--- config.mk ---
export PLATFORM = sky130hd
export DESIGN_NAME = mem_arbiter
export DESIGN_NICKNAME = d
export VERILOG_FILES = /design/src/rtl/mem_pkg.sv /design/src/rtl/rr_pick2.sv /design/src/rtl/mem_arbiter.sv
export SDC_FILE = /design/constraint.sdc
export NUM_CORES = 1
export LEC_CHECK = 0
export CAP_MARGIN = 10
export CELL_PAD_IN_SITES_DETAIL_PLACEMENT = 1
export CELL_PAD_IN_SITES_GLOBAL_PLACEMENT = 1
export CORE_MARGIN = 10
export CORE_UTILIZATION = 28
export DETAILED_ROUTE_END_ITERATION = 10
export PLACE_DENSITY = 0.86
export SLEW_MARGIN = 30
export SYNTH_ARGS = -nofsm -noshare
export SYNTH_HDL_FRONTEND = slang
export SYNTH_SLANG_ARGS = --single-unit
--- constraint.sdc ---
create_clock -name clk -period 1.59 [get_ports clk]
set_clock_uncertainty 0.05 [all_clocks]
set_input_delay 0.2385 -clock clk [delete_from_list [all_inputs] [get_ports clk]]
set_output_delay 0.2385 -clock clk [all_outputs]
set_load 0.005 [all_outputs]
--- src/rtl/mem_pkg.sv ---
`default_nettype none
// mem_pkg: shared master command encodings, arbiter state encoding and
// default widths for the RAM arbiter slice. Rev 1.0.
package mem_pkg;

  localparam int AW_DEF  = 9;
  localparam int DW_DEF  = 16;
  localparam int RAW_DEF = 8;

  // 2'b11 is reserved and decodes as no request.
  localparam logic [1:0] MNONE  = 2'b00;
  localparam logic [1:0] MREAD  = 2'b01;
  localparam logic [1:0] MWRITE = 2'b10;

  typedef enum logic [1:0] {
    ST_IDLE    = 2'd0,
    ST_ACCESS  = 2'd1,
    ST_CAPTURE = 2'd2,
    ST_ACK     = 2'd3
  } arb_state_t;

  function automatic logic is_req(input logic [1:0] cmd);
    return (cmd == MREAD) || (cmd == MWRITE);
  endfunction

endpackage
`default_nettype wire

--- src/rtl/rr_pick2.sv ---
`default_nettype none
// rr_pick2: combinational two-requester round-robin picker.
// gnt is the index of the winner; on a tie the requester not named by last wins. Rev 1.0.
module rr_pick2 (
  input  logic [1:0] req,
  input  logic       last,
  output logic       gnt,
  output logic       valid
);

  always_comb begin
    valid = |req;
    if (req == 2'b11) begin
      gnt = ~last;
    end else begin
      gnt = req[1];
    end
  end

endmodule
`default_nettype wire

--- src/rtl/mem_arbiter.sv ---
`default_nettype none
// mem_arbiter: round-robin arbiter sharing one synchronous 256x16 RAM between
// two masters; one access per four cycles, all outputs Moore. Rev 1.0.
module mem_arbiter
  import mem_pkg::*;
#(
  parameter int AW  = AW_DEF,
  parameter int DW  = DW_DEF,
  parameter int RAW = RAW_DEF
) (
  input  logic           clk,
  input  logic           reset,
  input  logic [1:0]     m0_cmd,
  input  logic [AW-1:0]  m0_addr,
  input  logic [DW-1:0]  m0_wdata,
  output logic           m0_ack,
  input  logic [1:0]     m1_cmd,
  input  logic [AW-1:0]  m1_addr,
  input  logic [DW-1:0]  m1_wdata,
  output logic           m1_ack,
  output logic [DW-1:0]  rdata,
  output logic [RAW-1:0] mem_addr,
  output logic           mem_write,
  output logic [DW-1:0]  mem_din,
  input  logic [DW-1:0]  mem_dout
);

  arb_state_t     state_q, state_d;
  logic           last_grant;
  logic           gnt_q;
  logic [1:0]     cmd_q;
  logic [RAW-1:0] addr_q;
  logic [DW-1:0]  wdata_q;
  logic           oor_q;
  logic [DW-1:0]  rdata_q;

  logic           pick;
  logic           pick_valid;

  rr_pick2 u_pick (
    .req   ({is_req(m1_cmd), is_req(m0_cmd)}),
    .last  (last_grant),
    .gnt   (pick),
    .valid (pick_valid)
  );

  always_ff @(posedge clk) begin
    if (reset) begin
      state_q <= ST_IDLE;
    end else begin
      state_q <= state_d;
    end
  end

  always_comb begin
    state_d   = state_q;
    m0_ack    = 1'b0;
    m1_ack    = 1'b0;
    mem_write = 1'b0;
    case (state_q)
      ST_IDLE: begin
        if (pick_valid) state_d = ST_ACCESS;
      end
      ST_ACCESS: begin
        mem_write = (cmd_q == MWRITE) && !oor_q;
        state_d   = ST_CAPTURE;
      end
      ST_CAPTURE: begin
        state_d = ST_ACK;
      end
      ST_ACK: begin
        m0_ack  = ~gnt_q;
        m1_ack  = gnt_q;
        state_d = ST_IDLE;
      end
      default: state_d = ST_IDLE;
    endcase
  end

  // Request latches and the shared read-data register.
  always_ff @(posedge clk) begin
    if (reset) begin
      last_grant <= 1'b1;
      gnt_q      <= 1'b0;
      cmd_q      <= MNONE;
      addr_q     <= '0;
      wdata_q    <= '0;
      oor_q      <= 1'b0;
      rdata_q    <= '0;
    end else begin
      if (state_q == ST_IDLE && pick_valid) begin
        last_grant <= pick;
        gnt_q      <= pick;
        if (pick) begin
          cmd_q   <= m1_cmd;
          addr_q  <= m1_addr[RAW-1:0];
          wdata_q <= m1_wdata;
          oor_q   <= m1_addr[AW-1];
        end else begin
          cmd_q   <= m0_cmd;
          addr_q  <= m0_addr[RAW-1:0];
          wdata_q <= m0_wdata;
          oor_q   <= m0_addr[AW-1];
        end
      end
      // mem_dout is valid here because the RAM registered it at the end of ACCESS.
      if (state_q == ST_CAPTURE && cmd_q == MREAD) begin
        rdata_q <= oor_q ? '0 : mem_dout;
      end
    end
  end

  assign mem_addr = addr_q;
  assign mem_din  = wdata_q;
  assign rdata    = rdata_q;

endmodule
`default_nettype wire

# Word level (Yosys, flattened, before mapping)
# Cells that the tools add are included.
[totals]
reg_bits = 47
latch_bits = 0
mem_bits_rw = 0
mem_bits_ro = 0
inputBits = 72
output_inout_bits = 43
wordCells = 40
mem_count = 0
[op_classes]
n_addsub = 0
n_mul = 0
n_div = 0
order_cmp = 0
eq_ne = 11
shifts = 0
muxes = 11
bitwise = 2
n_reduce_logical = 8
[ops]
columns = ["operator", "n"]
rows = [
  ["16-bit two-way mux", 2],
  ["2-bit == test (second input constant)", 6],
  ["2-bit by 1-bit == test with 1-bit output (second input constant)", 4],
  ["8-bit two-way mux", 1],
  ["2-bit case mux with 4 select lines", 1],
  ["1-bit two-way mux", 5],
  ["2-bit two-way mux", 2],
  ["1-bit logical AND", 3],
  ["2-bit logical NOT", 1],
  ["1-bit logical OR", 2],
  ["2-bit != test (second input constant)", 1],
  ["1-bit inverter", 2],
  ["2-bit OR reduction", 1],
  ["1-bit logical NOT", 1],
]

# Depth between registers and ports, before layout
# Gate-level depths: netlist of the first run.
[logic_depth]
word_depth = 5
depth_mapped = 7
ltp_nobuf = 6

# By module
# Synthesis of the first run repeated with hierarchy kept, for this count alone.
[unflattened]
hier_cells = 223
area_unflattened_um2 = 2174.6
[modules_own_cells]
columns = ["mod", "instances", "cells_per_inst", "area_per_inst_um2", "seq_area_each_um2"]
rows = [
  ["mem_arbiter", 1, 221, 2160.8, 940.9],
  ["rr_pick2", 1, 2, 13.8, 0.0],
]

# Least setup slack after synthesis of the first run
# OpenSTA, ideal clock, no wires.
[synth_timing]
kind = "reg-to-reg"
from = "register state_q[0]"
to = "register rdata_q[0] (netlist: rdata[0])"
setup_ps = 128
arrival_ps = 1291
required_ps = 1412
slack_ps = 121
stages_incl_launch_ff = 8
synth_period_minus_slack_ps = 1469
cell_sequence = "dfxtp_1 > inv_1 > ha_1 > nand3b_1 > clkbuf_1 > nor3b_1 > a21oi_1 > nor2_1"
[synth_between]
elab_chain_cells = 2
[synth_lines]
columns = ["item", "line", "source"]
rows = [
  ["start: declaration", "mem_arbiter.sv:28", "arb_state_t state_q, state_d;"],
  ["start signal: assignment", "mem_arbiter.sv:51", "state_q <= state_d;"],
  ["2-bit == test", "mem_arbiter.sv:107", "if (state_q == ST_CAPTURE && cmd_q == MREAD) begin"],
  ["1-bit logical AND", "mem_arbiter.sv:107", ""],
  ["end signal: assignment", "mem_arbiter.sv:108", "rdata_q <= oor_q ? '0 : mem_dout;"],
  ["end: declaration", "mem_arbiter.sv:35", "logic [DW-1:0] rdata_q;"],
]
# No other way between the ends.
# A chain may end at the register's enable or synchronous reset.

# Final worst setup path of the first run
[layout_timing]
from = "register state_q[0]"
to = "register rdata_q[12] (netlist: rdata[12])"
# The elaborated chain is that of the path after synthesis.

==> flow_summary.ini, run 1 <==
[placement]
place_area_um2 = 3630
port_buffers = 114
place.gp.congestion = 0.7338
dpl.hpwl_um = 6351

[sta]
tightest_slew_ps = 627.0
finalHoldViolCount = 0
min_period_ps = 1688
drv_slew = 0
setup_ws_ps = -98.04
finalSetupViolCount = 3
timing.final.crit_share = 1.062
slew_headroom = 0.5820
fmax_mhz = 592.4
whs_ps = 392.7
rsz0062_at_grt = true

[final_layout]
nFillCells = 897
multi_input_area_um2 = 1356
utilization = 0.5193
finalNetCount = 465
regArea_um2 = 942.2
area_delta_synth_final_pct = 78.71
diodes = 0
final_cell_area_um2 = 4034
drive_above_1_share = 0.2474

[global_routing]
grt_remaining_overflow = 0
grt_pass1_wl_um = 13140
antenna_found_initial = 0
first_global_vias = 2521
grt_max_degree = 33
grt_util_all_layers = 0.1359

[yosys]
synth.yosys.seq_area_share = 0.4169
syn_area_um2 = 2257
ys_types = 32
synth_nets = 330
synth.avg_cell_area_um2 = 8.922
synth-seq-cells = 47
netlist_instances = 253
synth_warnings = 0

[worst_hold_path]
hold_class = in -> reg

[floorplanning]
die-area_um2 = 12050
dieHeight_um = 109.8
die_x_um = 109.8
initial_utilization = 0.2906
io_pins = 115
core-area_um2 = 7767
rows = 32

[detailed_routing]
firstDrtPassIters = 4
dr_total_vias = 2365
drc = 0
antenna_left = 0
viasPerCell = 4.827
wl_per_cell_um = 18.47
first_iter_violations = 42
wirelength_um = 9048

[cts]
insertion_delay_ps = 290
cts_hold_buffers = 0
cts.path.max_buffers = 2
cts_made_buffers = 5
htreeDepth = 2
clkSlewWorstSetupHoldPaths_ps = 80
ctsRootBufferMaster = clkbuf_8
cts.sinks = 47
cts_tree = done

[worst_setup_path]
worstPathArrival_ps = 1850
path_class = reg -> reg
crit_fanout = 8
r2r_end = rdata[12]
cp-start-kind = flip-flop
crit_path_start = state_q[0]
end_kind = flip-flop
worstPathRequired_ps = 1750
r2r_slack_ps = -100
endpoint = rdata[12]
worstRegToRegCells = 8
worstReg2RegStart = state_q[0]

[power_and_ir_drop]
p_leak_uw = 0.001544
peakVddDrop_uv = 571.9
p_per_area_nw_per_um2 = 1442

[status]
failed_checks = setup timing
status = complete, but fails checks

[run]
maxCapViolations = 0
==> power by group <==
part	switching, µW	leakage [µW]	total [µW]	internal [µW]
Combinational	1550	0.00111	3260	1700
Clock	391	0.0000513	852	461
Sequential	194	0.000387	1710	1520
==> per-stage QoR <==
step           TNS (ps)  setup WS [ps]  std cells  power, µW
6_report         -102.7         -98.04        490       5817
5_1_grt           -1737         -164.4        490       6237
4_1_cts          -138.5         -22.91        482       5610
3_5_place_dp     -13120         -524.5        473       4521
3_3_place_gp     -10560         -389.5        473       4396
2_1_floorplan         0          121.2        253       3188
==> worst max-delay path: stages, from the launching register on <==
cell	delay, ps
dfxtp_2	330
buf_6	130
inv_8	60
ha_4	120
nand3b_1	260
buf_12	250
nor3b_2	160
a21oi_1	80
nor2_1	180
==> placed cells by master, fill, tap and decap left out, types with 2 or more instances in the layout <==
cell type,count
clkdlybuf4s50_1,106
nor2_1,46
dfxtp_1,46
a21oi_1,41
nand2_1,25
a211oi_2,24
buf_4,18
nor3b_2,12
clkbuf_8,5
buf_2,5
buf_12,5
inv_1,4
dlygate4sd2_1,4
buf_6,4
nor3b_4,3
a211oi_1,3
ha_1,3
a21oi_2,2
o21ai_0,2
o21ai_4,2
ha_4,2
clkbuf_16,2
==> layout make-up <==
type	instances	area share
well taps	102	0.03164
clock inverters	1	0.007444
clock buffers	6	0.01799
flip-flops and latches	47	0.2336
multi-input cells	184	0.3362
inverters	5	0.006514
repair buffers	145	0.3666
==> synthesized netlist by cell type (all sizes together) <==
cell type    number  area share
buf               9       0.035
nor2             47       0.078
dlygate4sd1       1      0.0039
inv               5      0.0083
nand3b            1      0.0033
nand3             1      0.0022
nor4b             1      0.0039
a22oi             1      0.0033
ha                5       0.028
nand2            25       0.042
nor3b            16       0.053
xnor2             2       0.014
a21oi            44        0.10
mux2i             1      0.0044
o21ai             4       0.016
and2              1      0.0028
a211oi           27        0.14
a221o             1      0.0044
o21a              1      0.0033
o22ai             1      0.0028
nor2b             1      0.0028
xor2              2       0.011
dfxtp            47        0.42
a21boi            1      0.0083
clkbuf            8       0.013
==> sequential cells by signal, summed over array words and instances, names as in the netlist <==
signal and flops:
rdata 16, mem_din 16, oor_q 1, cmd_q 2, gnt_q 1, state_q 2, mem_addr 8, last_grant 1
==> worst min path at each step <==
stage | from | end | slack, ps | depth (start not counted)
after floorplan | m0_wdata[0] | mem_din[0] | 330 | 2
after global placement | rdata[1] | rdata[1] | 420 | 2
after detailed placement | rdata[2] | rdata[2] | 430 | 2
after CTS | reset | state_q[1] | 380 | 2
after global routing | reset | state_q[1] | 440 | 2
final | reset | state_q[1] | 390 | 2
==> metal layers <==
layer	wire length [µm]	track usage	vias up	share of wire
li1	-	-	1145	-
met1	3652	0.1563	1126	0.40
met2	4457	0.2307	88	0.49
met3	892	0.06085	6	0.099
met4	45	0.02138	0	0.0050
met5	0	0	-	0
==> repair_timing <==
item | 4_1_cts | 5_1_grt
hold endpoints to repair | 0 | 0
setup buffers | 0 | 5
pin swaps | 3 | 21
gates cloned | 2 | 3
gates resized for setup | 23 | 34
endpoints found under the setup margin | 32 | 31
==> cells by family after synthesis <==
| kind of cell | count (synthesis) | share of synthesized area |
|---|---|---|
| multiplexers | 1 | 0.004435 |
| buffers and inverters | 23 | 0.06097 |
| adder cells (fa/ha/maj) | 5 | 0.02772 |
| XOR/XNOR | 4 | 0.02550 |
| AND/OR/NAND/NOR | 93 | 0.1879 |
| AO/OA/AOI/OAI | 80 | 0.2766 |
| flip-flops | 47 | 0.4169 |
Note: power is estimated with default switching activity, not from simulation.
==> inputs of run 2 (changes only) <==
Settings changed: CAP_MARGIN 10 to not set, CTS_CLUSTER_DIAMETER set to 150.
==> results of run 2 <==
Same layout as run 1: the final DEF is identical, and so are final timing and power.
==> inputs of run 3 (changes only) <==
Settings changed: CORE_UTILIZATION 28 to 29, CTS_BUF_LIST set to sky130_fd_sc_hd__clkbuf_8, PLACE_DENSITY 0.86 to 0.89.
==> run 3 against run 2 <==
Highest routed layer unchanged. The run still ends with setup timing left. Clock power rose by 6.5%. Non-clock buffer count fell by 8. Global-route usage rose by 0.35 points. Critical path type unchanged.
==> flow_summary.ini, run 3 (same netlist as run 1, synthesis figures left out) <==
[worst_setup_path]
worstReg2RegStart = state_q[0]
worstPathRequired_ps = 1710
crit_fanout = 8
cp-start-kind = flip-flop
worstPathArrival_ps = 1760
slowest_delay_ps = 340
cpMaxStageDelayCell = dfxtp_2
path_class = reg -> reg
end_kind = flip-flop
endpoint = rdata[14]
crit_chain = buf_4, inv_4, ha_4, nand3b_1, buf_6, clkbuf_16, a21oi_1, nor2_1
r2r_end = rdata[14]
crit_path_start = state_q[0]
worstRegToRegCells = 8
r2r_slack_ps = -50

[final_layout]
final_cell_area_um2 = 4045
drive_above_1_share = 0.2684
layout_common_cells = 106 x clkdlybuf4s50_1, 47 x nor2_1, 45 x dfxtp_1
final_common_cell = clkdlybuf4s50_1
nFillCells = 851
area_delta_synth_final_pct = 79.21
finalNetCount = 456
diodes = 0

[cts]
cts_tree = done
cts.sinks = 47
cts_hold_buffers = 0
htreeDepth = 2
cts_made_buffers = 5
clkSlewWorstSetupHoldPaths_ps = 110
insertion_delay_ps = 300
cts.path.max_buffers = 2
ctsRootBufferMaster = clkbuf_8

[global_routing]
first_global_vias = 2528
grt_max_degree = 33
grt_remaining_overflow = 0
grt_util_all_layers = 0.1393
antenna_found_initial = 0
grt_pass1_wl_um = 13190

[sta]
fmax_mhz = 608.8
setup_ws_ps = -52.70
tightest_slew_ps = 546.4
drv_slew = 0
rsz0062_at_grt = true
finalSetupViolCount = 5
tns_ps = -89.01
min_period_ps = 1643
slew_headroom = 0.6358
finalHoldViolCount = 0
timing.final.crit_share = 1.033

[power_and_ir_drop]
p_comb_frac = 0.550
power_frac_clock = 0.155
swShare = 0.3729
p_seq_frac = 0.295
p_sw_uw = 2178
p_int_uw = 3663
peakVddDrop_uv = 594.6
p_leak_uw = 0.001553
p_per_area_nw_per_um2 = 1444

[floorplanning]
die_x_um = 108.2
rows = 32
dieHeight_um = 108.2
die-area_um2 = 11710
initial_utilization = 0.2952
core-area_um2 = 7647
io_pins = 115

[placement]
place.gp.congestion = 0.7308
port_buffers = 114
dpl.hpwl_um = 6233
place_area_um2 = 3622

[worst_hold_path]
hold_class = in -> reg

[run]
maxCapViolations = 0

[detailed_routing]
antenna_left = 0
first_iter_violations = 55
firstDrtPassIters = 4
drc = 0
dr_total_vias = 2362
wl_per_cell_um = 19.18
wirelength_um = 9245
viasPerCell = 4.900

[status]
failed_checks = setup timing
status = complete, but fails checks
## run 3: cell count changes in the layout (fill, tap and decap cells not counted), sizes merged
| cell | delta |
|---|---|
| bufbuf | +1 |
| clkinv | +2 |
| buf | -8 |
| clkbuf | -2 |
| dlygate4sd2 | -2 |
| dlymetal6s2s | +2 |
| o21ai | -1 |
## run 3: power by group through the flow
stage	clock network, µW	logic [µW]	registers, µW
4_1_cts	924	3130	1700
5_1_grt	972	3540	1760
3_5_place_dp	0	2780	1720
2_1_floorplan	0	1460	1730
3_3_place_gp	0	2670	1700
6_report	907	3210	1720
## run 3: layout make-up
cell class / instances / area [µm²] / share of cell area
Clock buffer: 5 / 68.82 / 0.01701
Clock inverter: 3 / 43.79 / 0.01083
Inverter: 5 / 21.27 / 0.005258
Multi-Input combinational cell: 183 / 1390 / 0.3436
Sequential cell: 47 / 943.4 / 0.2332
Tap cell: 102 / 127.6 / 0.03155
Timing Repair Buffer: 137 / 1450 / 0.3585
## run 3: what timing repair did
item | in CTS | in global routing
hold endpoints to repair | 0 | 0
gates resized for setup | 21 | 45
buffers inserted | 2 | 2
cloned | 2 | 2
pin swaps | 3 | 5
endpoints found under the setup margin | 19 | 43
## run 3: through the flow
step	util	instances	worst slack, ps	total power, µW	hold slack (ps)
after CTS	0.4992	479	1.976	5755	345.2
final	0.5290	482	-52.70	5841	339.3
after detailed placement	0.4737	467	-294.1	4501	433.1
after global routing	0.5290	482	-179.2	6277	366.7
after global placement	0.4737	467	-234.4	4371	415.1
after floorplan	-	253	121.2	3188	329.5
## run 3: how the worst min path moves through the flow
| stage | cells after the start | endpoint | start |
|---|---|---|---|
| floorplan | 2 | mem_din[0] | m0_wdata[0] |
| global placement | 2 | rdata[8] | rdata[8] |
| detailed placement | 2 | rdata[2] | rdata[2] |
| CTS | 2 | rdata[3] | reset |
| global route | 2 | gnt_q | reset |
| finish | 2 | rdata[3] | reset |
## run 3: worst max-delay path: cells and delay by family, from the launching register on
kind | cells | cell delay, ps
buffers and inverters | 4 | 570
flip-flops | 1 | 340
AND/OR/NAND/NOR | 2 | 220
AO/OA/AOI/OAI | 1 | 170
adder cells (fa/ha/maj) | 1 | 150
## run 3: per-layer routing
| layer | routed length, µm | vias up | global-route usage |
|---|---|---|---|
| met5 | 0 | - | 0 |
| met4 | 73 | 0 | 0.02290 |
| met3 | 700 | 9 | 0.05175 |
| met2 | 4699 | 82 | 0.2414 |
| met1 | 3770 | 1144 | 0.1622 |
| li1 | - | 1127 | - |
